### config.mk
export PLATFORM = sky130hd
export DESIGN_NAME = bram_read_arbiter_flat
export DESIGN_NICKNAME = d
export VERILOG_FILES = /design/src/rtl/bram_read_arbiter_if.sv /design/src/rtl/bram_read_arbiter.sv /design/src/flat_wrapper.sv
export SDC_FILE = /design/constraint.sdc
export NUM_CORES = 1
export LEC_CHECK = 0
export CORE_MARGIN = 2
export CORE_UTILIZATION = 47
export DETAILED_ROUTE_END_ITERATION = 7
export PLACE_DENSITY = 0.82
export SYNTH_ARGS = -nofsm -noshare
export SYNTH_HDL_FRONTEND = slang
export SYNTH_SLANG_ARGS = --single-unit
### constraint.sdc
create_clock -name clk -period 7.2 [get_ports clk]
set_clock_uncertainty 0.15 [all_clocks]
set_input_delay 0.72 -clock clk [delete_from_list [all_inputs] [get_ports clk]]
set_output_delay 0.72 -clock clk [all_outputs]
set_load 0.1 [all_outputs]
### src/rtl/bram_read_arbiter_if.sv
// bram_read_arbiter_if: client burst requests, returned data stream and BRAM pins of the read arbiter.
interface bram_read_arbiter_if #(
  parameter int N_REQ      = 4,
  parameter int W          = 8,
  parameter int ADDR_WIDTH = 15,
  parameter int LEN_WIDTH  = 8
);
  logic [N_REQ-1:0]            req;
  logic [N_REQ*ADDR_WIDTH-1:0] base_addr;
  logic [N_REQ*LEN_WIDTH-1:0]  burst_len;
  logic [N_REQ-1:0]            grant;
  logic                        data_valid;
  logic [W-1:0]                data_out;
  logic [LEN_WIDTH-1:0]        data_idx;
  logic [N_REQ-1:0]            done;
  logic                        busy;
  logic                        bram_en;
  logic                        bram_ren;
  logic [ADDR_WIDTH-1:0]       bram_addr;
  logic [W-1:0]                bram_dout;
  modport master (
    input  req, base_addr, burst_len, bram_dout,
    output grant, data_valid, data_out, data_idx, done, busy, bram_en, bram_ren, bram_addr
  );
  modport slave (
    output req, base_addr, burst_len, bram_dout,
    input  grant, data_valid, data_out, data_idx, done, busy, bram_en, bram_ren, bram_addr
  );
endinterface

### src/rtl/bram_read_arbiter.sv
// bram_read_arbiter: round-robin sharing of one read-only BRAM among burst-reading clients.
module bram_read_arbiter #(
  parameter int N_REQ        = 4,
  parameter int W            = 8,
  parameter int ADDR_WIDTH   = 15,
  parameter int LEN_WIDTH    = 8,
  parameter int READ_LATENCY = 2
) (
  input logic clk,
  input logic rst,
  bram_read_arbiter_if.master bus
);
  localparam int IW = N_REQ > 1 ? $clog2(N_REQ) : 1;
  typedef enum logic [1:0] {IDLE, ISSUE, DRAIN, DONE} state_t;
  state_t                  state, state_nx;
  logic [IW-1:0]           rr_ptr, owner, win;
  logic [ADDR_WIDTH-1:0]   base;
  logic [LEN_WIDTH-1:0]    len, cnt, out_cnt, win_len;
  logic [READ_LATENCY-1:0] pipe;
  // Scan downward so the lowest offset from rr_ptr is the last (winning) assignment.
  always_comb begin
    win = '0;
    for (int i = N_REQ - 1; i >= 0; i--)
      if (bus.req[(int'(rr_ptr) + i) % N_REQ]) win = IW'((int'(rr_ptr) + i) % N_REQ);
    win_len = bus.burst_len[win*LEN_WIDTH +: LEN_WIDTH];
  end
  always_comb begin
    state_nx = state;
    unique case (state)
      IDLE:    state_nx = |bus.req ? (win_len == '0 ? DONE : ISSUE) : IDLE;
      ISSUE:   state_nx = cnt == len - 1'b1 ? DRAIN : ISSUE;
      DRAIN:   state_nx = cnt == LEN_WIDTH'(READ_LATENCY) ? DONE : DRAIN;
      default: state_nx = IDLE;
    endcase
  end
  always_ff @(posedge clk)
    state <= rst ? IDLE : state_nx;
  always_comb begin
    bus.busy      = state != IDLE;
    bus.bram_en   = state == ISSUE || state == DRAIN;
    bus.bram_ren  = state == ISSUE;
    bus.grant     = bus.bram_en ? N_REQ'(1) << owner : '0;
    bus.done      = state == DONE ? N_REQ'(1) << owner : '0;
    bus.bram_addr = state == ISSUE ? base + ADDR_WIDTH'(cnt) : '0;
  end
  // cnt restarts on every state change: k-th ISSUE word, then the DRAIN cycle count.
  always_ff @(posedge clk)
    if (rst) begin
      cnt            <= '0;
      owner          <= '0;
      base           <= '0;
      len            <= '0;
      rr_ptr         <= '0;
      pipe           <= '0;
      out_cnt        <= '0;
      bus.data_valid <= 1'b0;
      bus.data_out   <= '0;
      bus.data_idx   <= '0;
    end else begin
      cnt <= state != state_nx ? '0 : cnt + 1'b1;
      if (state == IDLE && |bus.req) begin
        owner <= win;
        base  <= bus.base_addr[win*ADDR_WIDTH +: ADDR_WIDTH];
        len   <= win_len;
      end
      if (state == DONE) rr_ptr <= owner == IW'(N_REQ - 1) ? '0 : owner + 1'b1;
      pipe           <= READ_LATENCY'({pipe, bus.bram_ren});
      bus.data_valid <= pipe[READ_LATENCY-1];
      out_cnt        <= state == IDLE ? '0 : out_cnt + LEN_WIDTH'(pipe[READ_LATENCY-1]);
      if (pipe[READ_LATENCY-1]) begin
        bus.data_out <= bus.bram_dout;
        bus.data_idx <= out_cnt;
      end
    end
endmodule

### src/flat_wrapper.sv
// flat-port wrapper written by rule: the top's interface ports become plain ports
module bram_read_arbiter_flat 
#(
  parameter int N_REQ        = 4,
  parameter int W            = 8,
  parameter int ADDR_WIDTH   = 15,
  parameter int LEN_WIDTH    = 8,
  parameter int READ_LATENCY = 2
)
  (clk, rst, bus_req, bus_base_addr, bus_burst_len, bus_bram_dout, bus_grant, bus_data_valid, bus_data_out, bus_data_idx, bus_done, bus_busy, bus_bram_en, bus_bram_ren, bus_bram_addr);
  bram_read_arbiter_if #(.N_REQ(N_REQ), .W(W), .ADDR_WIDTH(ADDR_WIDTH), .LEN_WIDTH(LEN_WIDTH)) bus_i ();
  input logic clk;
  input logic rst;
  input wire logic [$bits(bus_i.req)-1:0] bus_req;
  input wire logic [$bits(bus_i.base_addr)-1:0] bus_base_addr;
  input wire logic [$bits(bus_i.burst_len)-1:0] bus_burst_len;
  input wire logic [$bits(bus_i.bram_dout)-1:0] bus_bram_dout;
  output wire logic [$bits(bus_i.grant)-1:0] bus_grant;
  output wire logic [$bits(bus_i.data_valid)-1:0] bus_data_valid;
  output wire logic [$bits(bus_i.data_out)-1:0] bus_data_out;
  output wire logic [$bits(bus_i.data_idx)-1:0] bus_data_idx;
  output wire logic [$bits(bus_i.done)-1:0] bus_done;
  output wire logic [$bits(bus_i.busy)-1:0] bus_busy;
  output wire logic [$bits(bus_i.bram_en)-1:0] bus_bram_en;
  output wire logic [$bits(bus_i.bram_ren)-1:0] bus_bram_ren;
  output wire logic [$bits(bus_i.bram_addr)-1:0] bus_bram_addr;
  assign bus_i.req = bus_req;
  assign bus_i.base_addr = bus_base_addr;
  assign bus_i.burst_len = bus_burst_len;
  assign bus_i.bram_dout = bus_bram_dout;
  assign bus_grant = bus_i.grant;
  assign bus_data_valid = bus_i.data_valid;
  assign bus_data_out = bus_i.data_out;
  assign bus_data_idx = bus_i.data_idx;
  assign bus_done = bus_i.done;
  assign bus_busy = bus_i.busy;
  assign bus_bram_en = bus_i.bram_en;
  assign bus_bram_ren = bus_i.bram_ren;
  assign bus_bram_addr = bus_i.bram_addr;
  bram_read_arbiter #(.N_REQ(N_REQ), .W(W), .ADDR_WIDTH(ADDR_WIDTH), .LEN_WIDTH(LEN_WIDTH), .READ_LATENCY(READ_LATENCY)) u_core (.clk(clk), .rst(rst), .bus(bus_i));
endmodule
Word level (Yosys, flattened, before mapping) --
Index checks and enable logic that the tools add are counted.
Storage, ports and cells: bits in registers 64, output and inout bits 43
Cells by class: add/sub/neg operators 8, multipliers 1, order comparisons 4, eq/ne operators 7, shift operators 3, multiplexer cells 24, bitwise operators 3, reductions and logical operators 11
Operators by type and width (number):
- $shiftx 60x7->15 | 1
- $shiftx 32x6->8 | 1
- $mux 2 | 8
- $add 15x8->15 | 1
- $mux 15 | 1
- $lt 3x4->1 const B | 3
- $reduce_or 2->1 | 5
- $add 8x1->8 | 1
- $add 8x1->8 const B | 1
- $bmux 1 s2 | 4
- $eq 8x2->1 const B | 1
- $eq 8x8->1 | 1
- $logic_not 8->1 | 1
- $mux 1 | 8
- $mux 4 | 2
- $sub 8x1->8 const B | 1
- $eq 2x2->1 const B | 3
- $mul 2x4->6 const B | 1
- $pmux 2 s3 | 1
- $add 2x1->2 const B | 2
- $add 2x2->2 const B | 2
- $reduce_or 4->1 | 1
- $shl 1x2->4 const A | 1
- $and 1x1->1 const A | 3
- 7 further kinds | 7

Logic depth before layout (Yosys ltp) --
Gate-level depths: netlist (run 1).
word-level depth 17, depth in mapped cells 12, depth with buffers taken out 11

Least setup slack after synthesis (run 1) --
OpenSTA, ideal clock, no wires.
path kind register to output, from register u_core.cnt[0], to output port bus_bram_addr[10], arrival 3.578 ns, setup slack 2.752 ns, stages on the path, launching flop included 11, buffers on the path 0, cell sequence dfxtp_1 ha_1 fa_1 a21o_1 a21oi_1 o21bai_1 a21oi_1 o21bai_1 a21oi_1 o21ai_0 a21oi_1
On the way: cells in the longest elaborated chain, start to end 2
Ends and longest elaborated chain:
- start: declaration | RTL line bram_read_arbiter.sv:18 | logic [LEN_WIDTH-1:0] len, cnt, out_cnt, win_len;
- start signal: assignment | RTL line bram_read_arbiter.sv:60 | cnt <= state != state_nx ? '0 : cnt + 1'b1;
- $add 15x8->15 | RTL line bram_read_arbiter.sv:44 | bus.bram_addr = state == ISSUE ? base + ADDR_WIDTH'(cnt) : '0;
- $mux 15 | RTL line bram_read_arbiter.sv:44
- end: declaration | RTL line flat_wrapper.sv:26 | output wire logic [$bits(bus_i.bram_addr)-1:0] bus_bram_addr;
No other way between the ends.

Final worst setup path (run 1) --
from register u_core.cnt[0], to output port bus_bram_addr[14]
The elaborated chain is that of the path after synthesis.

==> impl_metrics.tcl, run 1 <==
set metrics [dict create \
    min_period_ps 4960 \
    critPathArrivalTime_ps 4090 \
    grt_pass1_vias 4133 \
    slowest_stage "clkdlybuf4s50_1" \
    yosysUniqueCellTypes 52 \
    htreeDepth 3 \
    die_area_um2 9740 \
    synthesis.area_um2 4220 \
    synth_edf_count 0 \
    async_reset_ff_share_pct 0 \
    clockPowerShare_pct 32.5 \
    regToRegSetupSlack_ps 3680 \
    cpMostUsedCell "a21oi_1" \
    finalNonFillerCells 794 \
    clk_pin_slew_ps 70 \
    cts-root-buf "clkbuf_8" \
    via_per_inst 5.46 \
    worst_pin_slew_ps 1090 \
    final_common_cell "clkdlybuf4s50_1" \
    grt.overflow.total 0 \
    layout-drive-gt1-share_pct 5.10 \
    initial_utilization_pct 48.4 \
    synth_warnings 0 \
    nFillCells 731 \
    cp_top_family "compound AO/OA/AOI/OAI gates" \
    num_io_pins 149 \
    synthesis.nets 680 \
    status "finished clean" \
    first_pass_iters 5 \
    max_freq_mhz 202 \
    grt_pass1_wl_um 18800 \
    period_share_pct 68.9 \
    synth-main-ff-cell "dfxtp_1" \
    crit_fanout 8 \
    swShare_pct 32.8 \
    leakagePower_nw 2.27 \
    power_switching_w 0.000344 \
    crit_chain "ha_1 -> fa_1 -> a21o_1 -> a21oi_1 -> o21bai_1 -> a21oi_1 -> o21bai_1 -> a21oi_1 -> nor3b_1 -> xnor2_1 -> nor2_1 -> clkdlybuf4s50_1" \
    core_region_area_um2 8720 \
    nets 809 \
    crit_type "flop to primary output" \
    hp-class "flop to flop" \
    cts_hold_buffers 0 \
    cts_buffers 9 \
    postSynthCellCount 552 \
    std_cell_rows 34 \
    ant_nets 0 \
    yosysSeqAreaShare_pct 30.4 \
    finalMaxSlewViolations 0 \
    setup_viol 0 \
    internal_power_w 0.000705 \
    antenna_found_initial 0 \
    post_dp_cell_area_um2 5700 \
    critPathLaunchType "flop" \
    place_ws_ps 2630 \
    final_util_pct 67.9 \
    maxCapViolCount 0 \
    clkSinkCount 64 \
    syn_avg_cell_area_um2 7.64 \
    clkLatencyLatePin_ps 340 \
    synth.ff_latch_count 64 \
    dpl.hpwl_um 8930 \
    design_area_um2 5920 \
    die_w_um 98.7 \
    hold_viol_final 0 \
    vias 4336 \
    setup_tns_ps 0 \
    grt_use_total_pct 23.3 \
    insertedDiodeCount 0 \
    postCtsSetupBuffers 0 \
    portBuffers 148 \
    crit_path_end_kind "primary output" \
    cp.required_ps 6330 \
    fin_ws_ps 2240 \
    powerDensity_nw_per_um2 177 \
    cts_buffer_depth 2 \
    gp_congestion 0.853 \
    cts-resized-gates 0 \
    max-vdd-ir-drop_mv 0.0878 \
    finalWirelength_um 11600 \
    wl_per_cell_um 14.6 \
    first_iter_violations 191 \
    area_growth_pct 40.5 \
    p_comb_share_pct 30.0 \
    grt_max_degree 58 \
    cts_tree "yes" \
    fp.dieH_um 98.7 \
    drt_drc_violations_left 0 \
    timing.critical_path.buf_inv 1 \
    final_cell_mix "147 x clkdlybuf4s50_1, 94 x nand2_1, 64 x dfxtp_1, 60 x nand3_1, 46 x nor2_1" \
    relSlewSlack_pct 27.7 \
    grt_setup_unrepaired "false" \
    p_seq_share_pct 37.5 \
    dp.cells 778 \
    critPathMaxStageDelay_ps 1150 \
]
[worst paths after layout]
check,start,endpoint,depth (start not counted)
max,u_core.cnt[0]$_SDFF_PP0_,bus_bram_addr[14],12
min,u_core.pipe[0]$_SDFF_PP0_,u_core.pipe[1]$_SDFF_PP0_,1
max reg2reg,u_core.state[1]$_SDFF_PP0_,u_core.cnt[6]$_SDFF_PP0_,10
min reg2reg,u_core.pipe[0]$_SDFF_PP0_,u_core.pipe[1]$_SDFF_PP0_,1
[kinds of logic (layout without fill, tap and decap cells)]
group	count (synthesis)	after routing	synth area share, %
xor gates and xnor gates	34	34	7.06
buffers and inverters	53	187	5.19
AOI/OAI and AO/OA	113	113	19.4
muxes	17	17	4.04
and+or+nand+nor	249	249	27.2
DFF	64	64	30.4
adders and majority gates	22	22	6.71
[flip-flops by register name (all words and copies together), names as in the netlist]
name / flops
u_core.len: 8
u_core.bus.data_idx: 8
u_core.rr_ptr: 2
u_core.base: 15
u_core.pipe: 2
u_core.bus.data_valid: 1
u_core.owner: 2
u_core.out_cnt: 8
u_core.state: 2
u_core.bus.data_out: 8
u_core.cnt: 8
[routing by layer]
layer | global-route usage, % | share of wire (%) | vias up
met1 | 29.2 | 44 | 1981
met3 | 4.54 | 5.8 | 13
met2 | 41.3 | 49 | 169
met5 | 0 | 0 | -
met4 | 5.58 | 1.0 | 0
li1 | - | - | 2173
[metrics by stage]
step	hold WS [ps]	power [W]
floorplan	264	0.000605
global placement	270	0.000708
detailed placement	280	0.000715
CTS	311	0.00105
global route	323	0.00110
finish	306	0.00105
[worst reg2reg max path, cell delays in order (launching register included)]
cell and delay, ps:
dfxtp_1 370, inv_1 150, ha_1 230, inv_1 90, a21o_1 500, a2111oi_0 510
o22ai_1 190, nor4_2 350, o21ai_1 120, a2111o_2 560, a211oi_2 220
[cell usage after synthesis, types with 2 or more instances]
library cell	number	area, µm²
a2111oi_0	2	17.5
clkbuf_1	25	93.8
ha_1	21	263
xor2_1	18	158
nand2b_1	3	18.8
or3_1	9	56.3
and2_1	10	62.6
nand2_1	94	353
dfxtp_1	64	1280
nand3_1	60	300
and3_1	6	37.5
a21oi_1	36	180
a21boi_0	15	113
a211oi_2	9	113
a211oi_1	19	143
o21bai_1	5	37.5
buf_2	4	20.0
nor4b_1	2	17.5
a221oi_1	2	17.5
o22ai_1	6	37.5
and2_4	2	17.5
inv_1	20	75.1
a21o_1	4	30.0
mux2i_1	17	170
nor3_1	7	35.0
o21ai_0	4	20.0
xnor2_1	16	140
nor2_1	46	173
buf_6	2	22.5
nor2b_1	2	12.5
[cell type report]
cell class / count / area, µm² / share of cell area, %
Inverter: 21 / 78.8 / 1.33
Multi-Input combinational cell: 435 / 2720 / 45.9
Sequential cell: 64 / 1280 / 21.6
Timing Repair Buffer: 150 / 1490 / 25.2
Clock inverter: 5 / 80.1 / 1.35
Clock buffer: 11 / 141 / 2.39
Tap cell: 108 / 135 / 2.28
[power by group through the flow]
stage | combinational [W] | clock (W) | sequential, W
2_1_floorplan | 0.000199 | 0 | 0.000406
3_3_place_gp | 0.000308 | 0 | 0.000400
3_5_place_dp | 0.000314 | 0 | 0.000401
4_1_cts | 0.000315 | 0.000345 | 0.000393
5_1_grt | 0.000340 | 0.000361 | 0.000396
6_report | 0.000315 | 0.000341 | 0.000394
Power figures use the tool's default switching activity.
==> inputs of run 2 (changes only) <==
--- a/config.mk
+++ b/config.mk
@@ -6,9 +6,9 @@
 export NUM_CORES = 1
 export LEC_CHECK = 0
 export CORE_MARGIN = 2
-export CORE_UTILIZATION = 47
+export CORE_UTILIZATION = 46
 export DETAILED_ROUTE_END_ITERATION = 7
-export PLACE_DENSITY = 0.82
+export PLACE_DENSITY = 0.81
 export SYNTH_ARGS = -nofsm -noshare
 export SYNTH_HDL_FRONTEND = slang
 export SYNTH_SLANG_ARGS = --single-unit
==> constraint.sdc (replaced) <==
create_clock -name clk -period 5.17 [get_ports clk]
set_clock_uncertainty 0.15 [all_clocks]
set_input_delay 0.517 -clock clk [delete_from_list [all_inputs] [get_ports clk]]
set_output_delay 0.517 -clock clk [all_outputs]
set_load 0.1 [all_outputs]
==> impl_metrics.tcl, run 2 (same netlist as run 1, synthesis figures left out) <==
set metrics [dict create \
    status "finished clean" \
    clk_pin_slew_ps 70 \
    crit_fanout 8 \
    maxCapViolCount 0 \
    cts_hold_buffers 0 \
    finalMaxSlewViolations 0 \
    ff_latch_area_um2 1280 \
    antenna_found_initial 0 \
    grt_setup_unrepaired "false" \
    ant_nets 0 \
    cts_buffers 9 \
    crit_path_end_kind "primary output" \
    p_comb_share_pct 30.8 \
    vias 4410 \
    swShare_pct 34.9 \
    layout-drive-gt1-share_pct 6.27 \
    gp_congestion 0.870 \
    final_common_cell "clkdlybuf4s50_1" \
    place_ws_ps 1150 \
    critPathMaxStageDelay_ps 1140 \
    postCtsSetupBuffers 0 \
    clockPowerShare_pct 30.5 \
    wl_per_cell_um 14.5 \
    drt_drc_violations_left 0 \
    leakagePower_nw 2.28 \
    multi_input_area_um2 2720 \
    grt_pass1_wl_um 18900 \
    portBuffers 148 \
    die_area_um2 9950 \
    final_cell_mix "140 x clkdlybuf4s50_1, 94 x nand2_1, 64 x dfxtp_1, 60 x nand3_1, 46 x nor2_1" \
    min_period_ps 4250 \
    hold_viol_final 0 \
    via_per_inst 5.55 \
    first_iter_violations 185 \
    grt_use_total_pct 23.0 \
    clkSinkCount 64 \
    cp.required_ps 4500 \
    relSlewSlack_pct 28.7 \
    hp-class "flop to flop" \
    worst_pin_slew_ps 1070 \
    num_io_pins 149 \
    setup_viol 0 \
    fp.dieH_um 99.7 \
    p_seq_share_pct 38.7 \
    grt.overflow.total 0 \
    finalWirelength_um 11500 \
    max-vdd-ir-drop_mv 0.141 \
    die_w_um 99.7 \
    core_region_area_um2 8810 \
    dp.cells 778 \
    internal_power_w 0.000923 \
    final_util_pct 66.9 \
    powerDensity_nw_per_um2 241 \
    clkLatencyLatePin_ps 340 \
    largest_reg_flops 15 \
    regMostFlops "u_core.base" \
    insertedDiodeCount 0 \
    crit_type "flop to primary output" \
    cpMostUsedCell "a21oi_1" \
    finalNonFillerCells 794 \
    dpl.hpwl_um 8850 \
    cts-resized-gates 0 \
    crit_chain "ha_1 -> a21o_1 -> a21oi_1 -> o21bai_1 -> a21oi_1 -> o21bai_1 -> a21oi_1 -> xor2_1 -> nor2_1 -> clkdlybuf4s50_1" \
    cts_buffer_depth 2 \
    critPathLaunchType "flop" \
    htreeDepth 3 \
    slowest_stage "clkdlybuf4s50_1" \
    grt_max_degree 58 \
    nets 809 \
    std_cell_rows 34 \
    nFillCells 696 \
    area_growth_pct 39.7 \
    power_switching_w 0.000496 \
    setup_tns_ps 0 \
    max_freq_mhz 236 \
    grt_pass1_vias 4132 \
    first_pass_iters 6 \
    critPathArrivalTime_ps 3580 \
    power_w 0.00142 \
    cts-root-buf "clkbuf_8" \
    period_share_pct 82.1 \
    initial_utilization_pct 47.9 \
    fin_ws_ps 925 \
    cts_tree "yes" \
]
-- run 2: final cells by class --
class                      count  share of cell area (%)
multi-input combinational    435                    46.1
timing repair buffer         150                    25.0
sequential                    64                    21.8
tap                          108                    2.29
clock buffer                   9                    2.10
clock inverter                 7                    1.38
inverter                      21                    1.34
-- run 2: routing by layer --
layer  share of wire (%)  up-vias  GRT usage, %
met1                  44     2036          29.5
li1                    -     2175             -
met4                 1.3        0          7.38
met5                   0        -             0
met3                 6.7       15          4.43
met2                  48      184          38.9
-- run 2: power groups by stage --
stage	registers (W)	clock network, W	logic (W)
2_1_floorplan	0.000565	0	0.000277
3_3_place_gp	0.000558	0	0.000427
3_5_place_dp	0.000559	0	0.000435
4_1_cts	0.000548	0.000442	0.000437
5_1_grt	0.000552	0.000468	0.000472
6_report	0.000549	0.000433	0.000437
-- run 2: stage by stage --
| step | hold slack, ps | cell area (µm²) |
|---|---|---|
| after floorplan | 264 | 4220 |
| after global placement | 268 | 5690 |
| after detailed placement | 280 | 5690 |
| after CTS | 308 | 5890 |
| after global routing | 331 | 5890 |
| final | 306 | 5890 |
-- run 2: worst max-delay path: cells and delay by family, from the launching register on --
kind	cells	cell delay [ps]
AO/OA/AOI/OAI	6	1080
flip-flops	1	510
XOR/XNOR	1	120
buffers and inverters	1	1140
adder cells (fa/ha/maj)	1	290
AND/OR/NAND/NOR	1	100
-- run 2: worst paths after layout --
| kind | startpoint | endpoint | slack, ps | cells after the start |
|---|---|---|---|---|
| worst max register to register | u_core.state[1]$_SDFF_PP0_ | u_core.cnt[7]$_SDFF_PP0_ | 1670 | 10 |
| worst min register to register | u_core.pipe[0]$_SDFF_PP0_ | u_core.pipe[1]$_SDFF_PP0_ | 310 | 1 |
| worst max-delay path | u_core.cnt[1]$_SDFF_PP0_ | bus_bram_addr[7] | 920 | 10 |
| worst min-delay path | u_core.pipe[0]$_SDFF_PP0_ | u_core.pipe[1]$_SDFF_PP0_ | 310 | 1 |
==> inputs of run 3 (changes only) <==
==> constraint.sdc (replaced) <==
create_clock -name clk -period 3.95 [get_ports clk]
set_clock_uncertainty 0.15 [all_clocks]
set_input_delay 0.395 -clock clk [delete_from_list [all_inputs] [get_ports clk]]
set_output_delay 0.395 -clock clk [all_outputs]
set_load 0.1 [all_outputs]
==> impl_metrics.tcl, run 3 (same netlist as run 1, synthesis figures left out) <==
set metrics [dict create \
    status "finished clean" \
    crit_chain "ha_1 -> fa_1 -> a21o_1 -> a21oi_1 -> o21bai_1 -> a21oi_1 -> o21bai_1 -> a21oi_2 -> nor3b_1 -> xnor2_1 -> nor2_2 -> buf_12" \
    cp.required_ps 3400 \
    clk_pin_slew_ps 80 \
    ant_nets 0 \
    cts_tree "yes" \
    p_comb_share_pct 30.2 \
    vias 4358 \
    ff_latch_area_um2 1280 \
    holdPathStages 1 \
    max-vdd-ir-drop_mv 0.151 \
    cts_buffers 9 \
    final_cell_mix "132 x clkdlybuf4s50_1, 94 x nand2_1, 64 x dfxtp_1, 60 x nand3_1, 45 x nor2_1" \
    insertedDiodeCount 0 \
    place_ws_ps 239 \
    leakagePower_nw 2.35 \
    period_share_pct 94.0 \
    critPathLaunchType "flop" \
    gp_congestion 0.910 \
    num_io_pins 149 \
    crit_type "flop to primary output" \
    internal_power_w 0.00128 \
    relSlewSlack_pct 28.4 \
    multi_input_area_um2 2730 \
    maxCapViolCount 0 \
    setup_viol 0 \
    power_switching_w 0.000660 \
    die_area_um2 9950 \
    grt_pass1_wl_um 18800 \
    grt_setup_unrepaired "false" \
    first_pass_iters 5 \
    critPathArrivalTime_ps 3170 \
    clkLatencyLatePin_ps 350 \
    initial_utilization_pct 47.9 \
    clockPowerShare_pct 32.9 \
    cts_hold_buffers 0 \
    dpl.hpwl_um 8820 \
    fin_ws_ps 237 \
    powerDensity_nw_per_um2 323 \
    crit_path_end_kind "primary output" \
    die_w_um 99.7 \
    layout-drive-gt1-share_pct 8.55 \
    hold_viol_final 0 \
    core_region_area_um2 8810 \
    critPathMaxStageDelay_ps 400 \
    drt_drc_violations_left 0 \
    std_cell_rows 34 \
    post_dp_cell_area_um2 5790 \
    cts-root-buf "clkbuf_8" \
    portBuffers 148 \
    grt_pass1_vias 4031 \
    nets 813 \
    final_common_cell "clkdlybuf4s50_1" \
    regMostFlops "u_core.base" \
    finalMaxSlewViolations 0 \
    nFillCells 717 \
    grt.overflow.total 0 \
    swShare_pct 33.9 \
    wl_per_cell_um 14.5 \
    design_area_um2 6020 \
    largest_reg_flops 15 \
    slowest_stage "dfxtp_1" \
    area_growth_pct 42.8 \
    p_seq_share_pct 36.9 \
    reg2reg_depth 11 \
    max_freq_mhz 269 \
    worst_pin_slew_ps 1070 \
    first_iter_violations 185 \
    clkSinkCount 64 \
    min_period_ps 3710 \
    crit_fanout 8 \
    cts_buffer_depth 2 \
    antenna_found_initial 0 \
    via_per_inst 5.46 \
    grt_max_degree 58 \
    setup_tns_ps 0 \
    cp_top_family "compound AO/OA/AOI/OAI gates" \
    htreeDepth 3 \
    timing.critical_path.buf_inv 1 \
    finalWirelength_um 11600 \
    fp.dieH_um 99.7 \
    hp-class "flop to flop" \
    cp.depth 12 \
    grt_use_total_pct 23.1 \
]
## run 3: cell types whose count changed in the layout (fill, tap and decap cells not counted), sizes merged
cell | before | now
buf | 10 | 22
bufinv | 1 | 2
clkinv | 4 | 2
clkdlybuf4s50 | 140 | 132
inv | 22 | 23
## run 3: worst paths after layout
path	endpoint	slack [ps]	startpoint
setup / recovery	bus_bram_addr[14]	240	u_core.cnt[0]$_SDFF_PP0_
hold / removal	u_core.pipe[1]$_SDFF_PP0_	290	u_core.pipe[0]$_SDFF_PP0_
setup reg to reg	u_core.cnt[4]$_SDFF_PP0_	510	u_core.len[0]$_SDFFE_PP0P_
hold reg to reg	u_core.pipe[1]$_SDFF_PP0_	290	u_core.pipe[0]$_SDFF_PP0_
## run 3: through the flow
stage	power, W	hold WS [ps]	std cells	utilization (%)
4_1_cts	0.00196	296	798	68.4
6_report	0.00195	288	798	68.4
3_3_place_gp	0.00130	266	782	65.8
3_5_place_dp	0.00132	278	782	65.8
2_1_floorplan	0.00110	264	552	-
5_1_grt	0.00205	314	798	68.4
## run 3: per-layer routing
metal | up-vias | track usage (%) | routed length [µm]
met3 | 13 | 5.20 | 667
met1 | 2005 | 30.7 | 5200
li1 | 2182 | - | -
met4 | 0 | 7.17 | 171
met5 | - | 0 | 0
met2 | 158 | 37.5 | 5540
## run 3: repair_timing
item,4_1_cts,5_1_grt
endpoints found under the setup margin,0,4
gates resized for setup,0,1
hold endpoints to repair,0,0
setup buffers,0,0
## run 3: cell type report
type                       instances  share of cell area (%)
timing repair buffer             154                    26.1
clock buffer                       9                    2.06
inverter                          21                    1.31
sequential                        64                    21.3
multi-input combinational        435                    45.3
tap                              108                    2.24
clock inverter                     7                    1.70
## run 3: power by group through the flow
stage,clock network [W],registers [W],logic [W]
after floorplan,0,0.000740,0.000364
after global placement,0,0.000729,0.000573
after detailed placement,0,0.000731,0.000585
after CTS,0.000653,0.000717,0.000588
after global routing,0.000689,0.000723,0.000635
final,0.000640,0.000717,0.000588
